File: src/rtl/ghost_pkg.sv
// Shared ghost-controller types: mode encoding, internal state encoding and default frame counts.
package ghost_pkg;

  typedef enum logic [1:0] {
    MODE_IDLE    = 2'b00,
    MODE_SCATTER = 2'b01,
    MODE_CHASE   = 2'b10,
    MODE_FRIGHT  = 2'b11
  } ghost_mode_e;

  typedef enum logic [2:0] {
    ST_IDLE    = 3'd0,
    ST_SCATTER = 3'd1,
    ST_CHASE   = 3'd2,
    ST_FRIGHT  = 3'd3,
    ST_CAUGHT  = 3'd4
  } ghost_state_e;

  localparam int DEF_SCATTER_FRAMES = 420;
  localparam int DEF_CHASE_FRAMES   = 1200;
  localparam int DEF_FRIGHT_FRAMES  = 360;
  localparam int DEF_NUM_PHASES     = 7;

  localparam int PHASE_W      = 16;
  localparam int FRIGHT_W     = 10;
  localparam int FLASH_START  = 120;
  localparam int FLASH_PERIOD = 15;

  // CAUGHT reports the IDLE encoding: ghosts are frozen, not hunting.
  function automatic ghost_mode_e state_to_mode(input ghost_state_e st);
    ghost_mode_e m;
    m = MODE_IDLE;
    case (st)
      ST_SCATTER: m = MODE_SCATTER;
      ST_CHASE:   m = MODE_CHASE;
      ST_FRIGHT:  m = MODE_FRIGHT;
      default:    m = MODE_IDLE;
    endcase
    return m;
  endfunction

endpackage

File: src/rtl/frame_timer.sv
// Loadable down-counter; load wins over enable and the count holds once it reaches zero.
module frame_timer
  import ghost_pkg::*;
#(
  parameter int WIDTH = FRIGHT_W
) (
  input  logic             frame_clk,
  input  logic             Reset,
  input  logic             load,
  input  logic [WIDTH-1:0] load_val,
  input  logic             en,
  output logic [WIDTH-1:0] value,
  output logic             zero
);

  logic [WIDTH-1:0] cnt_q;
  logic [WIDTH-1:0] cnt_d;

  always_comb begin
    cnt_d = cnt_q;
    if (load) begin
      cnt_d = load_val;
    end else if (en && (cnt_q != '0)) begin
      cnt_d = cnt_q - WIDTH'(1);
    end
  end

  always_ff @(posedge frame_clk or posedge Reset) begin
    if (Reset) begin
      cnt_q <= '0;
    end else begin
      cnt_q <= cnt_d;
    end
  end

  assign value = cnt_q;
  assign zero  = (cnt_q == '0);

endmodule

File: src/rtl/ghost_mode_ctrl.sv
// Ghost scatter/chase/frightened sequencer with one phase timer and one fright timer.
// Optional flash output when GHOST_MODE_FLASH_EN is defined.
//
// state   | meaning
// IDLE    | waiting for game start, ghosts frozen
// SCATTER | ghosts head for their corners, phase timer running
// CHASE   | ghosts hunt pac-man, phase timer running (frozen once phases exhausted)
// FRIGHT  | power pellet active, phase timer frozen, fright timer running
// CAUGHT  | pac-man caught, ghosts frozen until next start
module ghost_mode_ctrl
  import ghost_pkg::*;
#(
  parameter int SCATTER_FRAMES = DEF_SCATTER_FRAMES,
  parameter int CHASE_FRAMES   = DEF_CHASE_FRAMES,
  parameter int FRIGHT_FRAMES  = DEF_FRIGHT_FRAMES,
  parameter int NUM_PHASES     = DEF_NUM_PHASES
) (
  input  logic       frame_clk,
  input  logic       Reset,
  input  logic       start,
  input  logic       pellet,
  input  logic       collide,
  output logic [1:0] mode,
  output logic       reverse,
  output logic       stop,
  output logic [2:0] phase_idx,
  output logic [9:0] fright_left
`ifdef GHOST_MODE_FLASH_EN
  ,
  output logic       flash
`endif
);

  localparam logic [2:0] LAST_PHASE = 3'(NUM_PHASES);

  ghost_state_e state_q, state_d;
  ghost_state_e saved_q, saved_d;
  ghost_state_e next_st;
  ghost_mode_e  mode_q, mode_d;
  logic [2:0]   phase_idx_q, phase_idx_d, next_idx;
  logic         stop_q, stop_d;
  logic         reverse_q, reverse_d;

  logic                ph_load, ph_en, ph_zero;
  logic [PHASE_W-1:0]  ph_val, ph_value;
  logic                fr_load, fr_en, fr_zero;
  logic [FRIGHT_W-1:0] fr_value;
  logic                unused_ph_value;

  frame_timer #(.WIDTH(PHASE_W)) u_phase_timer (
    .frame_clk (frame_clk),
    .Reset     (Reset),
    .load      (ph_load),
    .load_val  (ph_val),
    .en        (ph_en),
    .value     (ph_value),
    .zero      (ph_zero)
  );

  frame_timer #(.WIDTH(FRIGHT_W)) u_fright_timer (
    .frame_clk (frame_clk),
    .Reset     (Reset),
    .load      (fr_load),
    .load_val  (FRIGHT_W'(FRIGHT_FRAMES - 1)),
    .en        (fr_en),
    .value     (fr_value),
    .zero      (fr_zero)
  );

  assign unused_ph_value = ^ph_value;

  always_comb begin
    state_d     = state_q;
    saved_d     = saved_q;
    phase_idx_d = phase_idx_q;
    reverse_d   = 1'b0;
    ph_load     = 1'b0;
    ph_val      = '0;
    ph_en       = 1'b0;
    fr_load     = 1'b0;
    fr_en       = 1'b0;
    next_idx    = phase_idx_q + 3'd1;
    // The final phase always lands in CHASE, whatever parity NUM_PHASES has.
    next_st     = ((state_q == ST_SCATTER) || (next_idx == LAST_PHASE)) ? ST_CHASE : ST_SCATTER;

    case (state_q)
      ST_IDLE, ST_CAUGHT: begin
        if (start) begin
          state_d     = ST_SCATTER;
          phase_idx_d = '0;
          ph_load     = 1'b1;
          ph_val      = PHASE_W'(SCATTER_FRAMES - 1);
        end
      end
      ST_SCATTER, ST_CHASE: begin
        if (collide) begin
          state_d = ST_CAUGHT;
        end else if (pellet) begin
          state_d   = ST_FRIGHT;
          saved_d   = state_q;
          fr_load   = 1'b1;
          reverse_d = 1'b1;
        end else if (phase_idx_q == LAST_PHASE) begin
          state_d = ST_CHASE;
        end else if (ph_zero) begin
          state_d     = next_st;
          phase_idx_d = next_idx;
          ph_load     = 1'b1;
          ph_val      = (next_st == ST_SCATTER) ? PHASE_W'(SCATTER_FRAMES - 1)
                                                : PHASE_W'(CHASE_FRAMES - 1);
          reverse_d   = (next_st != state_q);
        end else begin
          ph_en = 1'b1;
        end
      end
      ST_FRIGHT: begin
        if (pellet) begin
          fr_load = 1'b1;
        end else if (fr_zero) begin
          state_d = saved_q;
        end else begin
          fr_en = 1'b1;
        end
      end
      default: state_d = ST_IDLE;
    endcase

    mode_d = state_to_mode(state_d);
    stop_d = (state_d == ST_IDLE) || (state_d == ST_CAUGHT);
  end

  always_ff @(posedge frame_clk or posedge Reset) begin
    if (Reset) begin
      state_q     <= ST_IDLE;
      saved_q     <= ST_IDLE;
      phase_idx_q <= '0;
      mode_q      <= MODE_IDLE;
      stop_q      <= 1'b1;
      reverse_q   <= 1'b0;
    end else begin
      state_q     <= state_d;
      saved_q     <= saved_d;
      phase_idx_q <= phase_idx_d;
      mode_q      <= mode_d;
      stop_q      <= stop_d;
      reverse_q   <= reverse_d;
    end
  end

  assign mode        = mode_q;
  assign stop        = stop_q;
  assign reverse     = reverse_q;
  assign phase_idx   = phase_idx_q;
  assign fright_left = (state_q == ST_FRIGHT) ? fr_value : '0;

`ifdef GHOST_MODE_FLASH_EN
  logic [FRIGHT_W-1:0] flash_elapsed;
  logic [FRIGHT_W-1:0] flash_slot;

  // Even 15-frame slots after the warning threshold are lit, so flashing starts high.
  always_comb begin
    flash_elapsed = FRIGHT_W'(FLASH_START - 1) - fr_value;
    flash_slot    = flash_elapsed / FRIGHT_W'(FLASH_PERIOD);
    flash         = (state_q == ST_FRIGHT) && (fr_value < FRIGHT_W'(FLASH_START)) &&
                    ((flash_slot & FRIGHT_W'(1)) == '0);
  end
`endif

endmodule

File: config.mk
export PLATFORM = sky130hd
export DESIGN_NAME = ghost_mode_ctrl
export DESIGN_NICKNAME = d
export VERILOG_FILES = /design/src/rtl/ghost_pkg.sv /design/src/rtl/frame_timer.sv /design/src/rtl/ghost_mode_ctrl.sv
export SDC_FILE = /design/constraint.sdc
export NUM_CORES = 1
export LEC_CHECK = 0
export BUFFER_PORTS_ARGS = -buffer_cell sky130_fd_sc_hd__buf_2
export CORE_MARGIN = 10
export CORE_UTILIZATION = 54
export DETAILED_ROUTE_END_ITERATION = 6
export PLACE_DENSITY = 0.76
export SYNTH_ARGS = -nofsm -noshare
export SYNTH_HDL_FRONTEND = slang
export SYNTH_HIERARCHICAL = 1
export SYNTH_SLANG_ARGS = --single-unit
File: constraint.sdc
create_clock -name frame_clk -period 3.25 [get_ports frame_clk]
set_input_delay 0.8125 -clock frame_clk [delete_from_list [all_inputs] [get_ports frame_clk]]
set_output_delay 0.8125 -clock frame_clk [all_outputs]
set_load 0.02 [all_outputs]
* Word-level counts from Yosys, hierarchy flattened
Index checks and enable logic that the tools add are counted.
** Word-level totals
- Logic and storage cells :: 96
- Bits of input ports :: 5
- Flip-flop bits (word level) :: 39
- Output and inout port bits :: 17
- Bits in writable memories :: 0
- Memories :: 0
- ROM bits :: 0
- Bits in latches :: 0
** Operators by class
- Bitwise logic cells :: 1
- Reduce and logical (&&, ||, !) cells :: 17
- Magnitude comparators :: 0
- $mul :: 0
- $add $sub $neg :: 3
- Equality and inequality tests :: 17
- Div/mod/pow operators :: 0
- Muxes and demuxes :: 50
- Shifts and indexed selects :: 0
** Operators with widths (count)
- two-way mux 11 bit :: 5
- two-way mux 3 bit :: 12
- two-way mux 16 bit :: 2
- two-way mux 10 bit :: 3
- one-hot mux 11 bit (2 select lines) :: 1
- two-way mux 1 bit :: 20
- zero test 16 bit :: 1
- nonzero test 16 bit :: 1
- subtractor 16 x 1 -> 16 bit, second input constant :: 1
- equality test 3 x 2 -> 1 bit, second input constant :: 4
- equality test 3 bit, second input constant :: 4
- zero test 10 bit :: 1
- inequality test 2 bit, second input constant :: 5
- nonzero test 10 bit :: 1
- subtractor 10 x 1 -> 10 bit, second input constant :: 1
- two-way mux 9 bit :: 1
- one-hot mux 3 bit (3 select lines) :: 1
- equality test 3 x 1 -> 1 bit, second input constant :: 2
- zero test 3 bit :: 2
- one-hot mux 2 bit (3 select lines) :: 1
- one-hot mux 3 bit (2 select lines) :: 1
- AND reduction 6 bit :: 1
- nonzero test 2 bit :: 3
- one-hot mux 1 bit (2 select lines) :: 2
- other kinds (9) :: 12

* Longest topological paths before layout
- Word-level depth :: 12
- Mapped depth :: 12
- Depth with buffers taken out :: 12

* Cells and area by module
The synthesis kept the hierarchy.
** Modules (own cells, without submodules)
- frame_timer at u_phase_timer :: times used 1, area each 1034.7 sq um, cells each 122
- ghost_mode_ctrl :: times used 1, area each 860.8 sq um, cells each 94
- frame_timer at u_fright_timer :: times used 1, area each 655.6 sq um, cells each 69

* Worst setup path after synthesis
Ideal clock, no wire load.
- Path type :: register to register
- Start :: reg u_phase_timer.cnt_q[0], in the netlist u_phase_timer/value[0]
- End :: reg u_phase_timer.cnt_q[0], in the netlist u_phase_timer/value[0]
- Data required time :: 3115 ps
- Clock period less this slack :: 3224 ps
- Arrival :: 3088 ps
- Stages on the path, launching flop included :: 12
- Path slack :: 26 ps
- Cell sequence :: dfrtp_1 -> inv_1 -> ha_1 -> or4b_2 -> or4_4 -> inv_2 -> and2b_2 -> nand4b_1 -> nand2_1 -> clkbuf_1 -> clkbuf_1 -> o21ai_0
** Between the ends
- Elaborated cells between the ends (all ways) :: 22
** RTL lines
- start: declaration :: line frame_timer.sv:16 : logic [WIDTH-1:0] cnt_q;
- start signal: assignment :: line frame_timer.sv:32 : cnt_q <= cnt_d;
- zero test 16 bit * :: line frame_timer.sv:37 : assign zero = (cnt_q == '0);
- via ph_zero :: line ghost_mode_ctrl.sv:44 : logic ph_load, ph_en, ph_zero;
- two-way mux 1 bit * :: line ghost_mode_ctrl.sv:105 : end else if (ph_zero) begin
- two-way mux 1 bit * :: line ghost_mode_ctrl.sv:103 : end else if (phase_idx_q == LAST_PHASE) begin
- two-way mux 1 bit * :: line ghost_mode_ctrl.sv:98 : end else if (pellet) begin
- two-way mux 1 bit * :: line ghost_mode_ctrl.sv:96 : if (collide) begin
- one-hot mux 1 bit (2 select lines) * :: line ghost_mode_ctrl.sv:86 : case (state_q)
- via ph_load :: line ghost_mode_ctrl.sv:44
- two-way mux 16 bit or nonzero test 2 bit (tied branches)
Mark *: on every way through the listed nets, which the timed path passes. The rest lies on a longest branch. The select of a mux whose other input is x is not followed.
A chain may end at the register's enable or synchronous reset.

* Worst setup path in the final report
- Start :: reg u_phase_timer.cnt_q[0], in the netlist u_phase_timer/value[0]
- End :: reg u_phase_timer.cnt_q[13], in the netlist u_phase_timer/value[13]
Same word-level chain as after synthesis.

==> metrics.md <==
| Metric | Value |
|---|---|
| Antenna Nets Post-Route | `0` |
| HP Class | `reg2reg` |
| Slew at the pin closest to its max-slew limit | `689.7 ps` |
| Biggest area consumer among synthesized cells | `dfrtp_1` |
| Cell Pwr Density | `801.2 nW/µm²` |
| Initial Util | `between 50% and 60%` |
| M1 GR Usage | `a little under a fifth` |
| Ys async rst share | `between 90% and 100%` |
| Clk sinks | `39` |
| Synth-to-Final Area Change | `12.90%` |
| Setup slack, reg-to-reg | `slightly below 200 ps` |
| Clock Skews | `just under 9 ps` |
| Reg2reg start | `u_phase_timer/value[0]$_DFFE_PP0P_` |
| Dpl cells | `roughly 370` |
| Synth top cells by count | `dfrtp_1 (38), nand2_1 (29), nor2_1 (20), inv_1 (17), o21ai_0 (16)` |
| Final hold viol count | `0` |
| Final Max Slew Viols | `0` |
| Crit. End Element | `flip-flop` |
| Via count | `between 2000 and 2500` |
| Worst Path Arrival | `approximately 3200 ps` |
| Post-route cell area | `around 2900 µm²` |
| GP Congestion | `just under 0.9` |
| Worst R2R Path Depth | `11` |
| First-pass GRT wire length | `slightly below 10000 µm` |
| Area contributors post-synth | `dfrtp_1 (37%), nand2_1 (4.3%), and2_1 (3.4%)` |
| Fill count | `around 380` |
| Commonest register cell after synthesis | `dfrtp_1` |
| Synth unique cells | `68` |
| ANT cells | `0` |
| Non-filler cells, final | `~380` |
| Slew Limit Headroom | `between 50% and 60%` |
| Site Rows | `24` |
| Multi-input gate area | `around 1500 µm²` |
| Worst setup path start | `u_phase_timer/value[0]$_DFFE_PP0P_` |
| Yosys warnings | `6` |
| Final period util | `93.95%` |
| Critical Path RT | `~3400 ps` |
| Register area | `977.2 µm²` |
| Register area share after synthesis | `a little under two fifths` |
| Share of the synthesized area in the top cell type | `between 30% and 40%` |
| GRT met2 Usage | `between 20% and 30%` |
| Crit Path Category | `reg2reg` |
| Worst setup endpoint | `u_phase_timer/value[13]$_DFFE_PP0P_` |
| CTS max path bufs | `2` |
| Number of flops mapped to enable cells by yosys | `0` |
| Peak supply drop | `437.8 µV` |
| GR Overflow Total | `0` |
| GRT met3 Usage | `under 10%` |
| Syn avg cell area | `around 9.0 µm²` |
| Leakage | `1.270 nW` |
| CTS buffer count | `5` |
| MaxCap Viol Count | `0` |
| Initial antenna violation count | `0` |
| CP max FO | `11` |
| Mapped Area | `around 2600 µm²` |
| Flops & latches, synth | `39` |
| Setup TNS | `0 ps` |
| Most frequent cell after synthesis | `dfrtp_1` |
| DR vias/cell | `5.866` |
| Proportion of layout cells with a drive suffix above 1 | `between 20% and 30%` |
| Synthesized netlist cell count | `between 200 and 300` |
| Post-route DRC violation count | `0` |
| Final nets | `around 340` |
| Status | `complete, no violations` |
| Fin util | `64.37%` |
| CTS tree | `done` |
| Crit start category | `flip-flop` |
| Avg WL per Cell | `about 15 µm` |
| Final setup viols | `0` |
| Dpl cell area | `approximately 2800 µm²` |
| Fmax | `about 330 MHz` |
| First DRT Iteration DRCs | `90` |
| Total Routing Usage GR | `between 10% and 20%` |
| Total power | `roughly 2.3 mW` |
| I/O Buffers | `21` |
| Post-DP HPWL | `4208 µm` |
| Root buf cell | `clkbuf_8` |
| DR pass1 iterations | `4` |
| Core region area | `around 4500 µm²` |
| CTS clk-pin slew, worst paths | `80 ps` |
| Clock Latency Late Sink | `about 300 ps` |
| H-Tree Level Count | `2` |
| Busiest grt layer | `met2` |
| RR Endpoint | `u_phase_timer/value[13]$_DFFE_PP0P_` |
| Vias in the first global route | `2186` |
| Total wire length | `about 5700 µm` |
| Die Wd | `about 90 µm` |
| Tmin final | `between 3000 and 4000 ps` |
| Unrepaired setup endpoints after global routing | `no` |
| Top Ports | `22` |
| Largest net degree at the start of global routing | `21` |
| Die ar. | `just under 8000 µm²` |
| Die height | `~89 µm` |
| Postcts setup bufs | `0` |
==> layout make-up <==
type                            count  area share, %
Multi-Input combinational cell    233          52.30
Sequential cell                    39          33.93
Timing Repair Buffer               31          6.255
Clock buffer                        7          2.650
Inverter                           18          2.433
Tap cell                           52          2.259
Clock inverter                      1         0.1738
==> metal layers <==
layer,wire (µm),vias up
met5,0,-
met4,133,0
met3,194,14
met2,2878,46
met1,2503,1060
li1,-,1115
==> through the flow <==
stage	hold slack [ps]	setup WS (ps)
5_1_grt	518.3	40.57
3_3_place_gp	459.4	284.1
2_1_floorplan	442.9	26.43
4_1_cts	490.8	140.1
6_report	485.9	196.7
3_5_place_dp	471.5	156.9
==> critical path, cell delays in order, from the launching register on <==
cell,delay (ps)
dfrtp_1,400
inv_1,100
ha_2,230
or4b_2,630
or4_4,460
inv_4,110
and2b_2,180
nand4b_1,120
nand2_1,120
buf_4,180
nor2_1,60
a311o_1,360
==> state kept, by name (all words and copies together) (netlist names) <==
| name | count |
|---|---|
| mode | 2 |
| phase_idx | 3 |
| reverse | 1 |
| saved_q | 3 |
| state_q | 3 |
| stop | 1 |
| u_fright_timer/value | 10 |
| u_phase_timer/value | 16 |
==> cells in the final DEF (no fill, tap or decap), types with 3 or more instances in the layout <==
| cell type | instances |
|---|---|
| dfrtp_1 | 38 |
| nand2_1 | 29 |
| buf_2 | 21 |
| nor2_1 | 20 |
| conb_1 | 18 |
| inv_1 | 17 |
| o21ai_0 | 16 |
| and2_1 | 14 |
| a21oi_1 | 14 |
| buf_4 | 10 |
| nand4_1 | 8 |
| nand3_1 | 7 |
| nor3_1 | 7 |
| a31oi_1 | 6 |
| nor3b_1 | 6 |
| o21ai_1 | 6 |
| xor2_1 | 5 |
| clkbuf_8 | 5 |
| or4_1 | 5 |
| ha_1 | 4 |
| nor2b_1 | 3 |
| xnor2_1 | 3 |
| mux2i_1 | 3 |
| or4_4 | 3 |
| o31ai_1 | 3 |
| nor4_1 | 3 |
==> logic make-up (layout without fill, tap and decap cells) <==
family                   after synthesis  in the layout  synth area share, %
multiplexers                           4              4                1.618
other                                  2             18               0.2944
flip-flops                            39             39                38.30
buffers and inverters                 29             57                5.100
XOR/XNOR                               8              8                2.747
adder cells (fa/ha/maj)                5              5                2.452
AO/OA/AOI/OAI                         71             71                19.86
AND/OR/NAND/NOR                      127            127                29.62
==> how the worst min path moves through the flow <==
stage                        endpoint                    from  cells after the start  slack [ps]
6_report       saved_q[2]$_DFFE_PP0P_  saved_q[2]$_DFFE_PP0P_                      1         490
5_1_grt        saved_q[2]$_DFFE_PP0P_  saved_q[2]$_DFFE_PP0P_                      1         520
4_1_cts        saved_q[1]$_DFFE_PP0P_  saved_q[1]$_DFFE_PP0P_                      2         490
3_5_place_dp   saved_q[1]$_DFFE_PP0P_  saved_q[1]$_DFFE_PP0P_                      2         470
3_3_place_gp   saved_q[1]$_DFFE_PP0P_  saved_q[1]$_DFFE_PP0P_                      2         460
2_1_floorplan  saved_q[1]$_DFFE_PP0P_  saved_q[1]$_DFFE_PP0P_                      2         440
==> power by group <==
part | total (mW) | internal [mW] | switching (mW) | leakage, nW
sequential | 0.970 | 0.690 | 0.280 | 0.487
combinational | 1.01 | 0.444 | 0.569 | 0.740
clock | 0.325 | 0.151 | 0.174 | 0.0422
==> timing repair <==
action                     CTS  global route
setup endpoints to repair    0             1
hold endpoints to repair     0             0
gates resized for setup      0             2
hold buffers                 0             0
No activity file was read; power rests on OpenSTA's default activity.
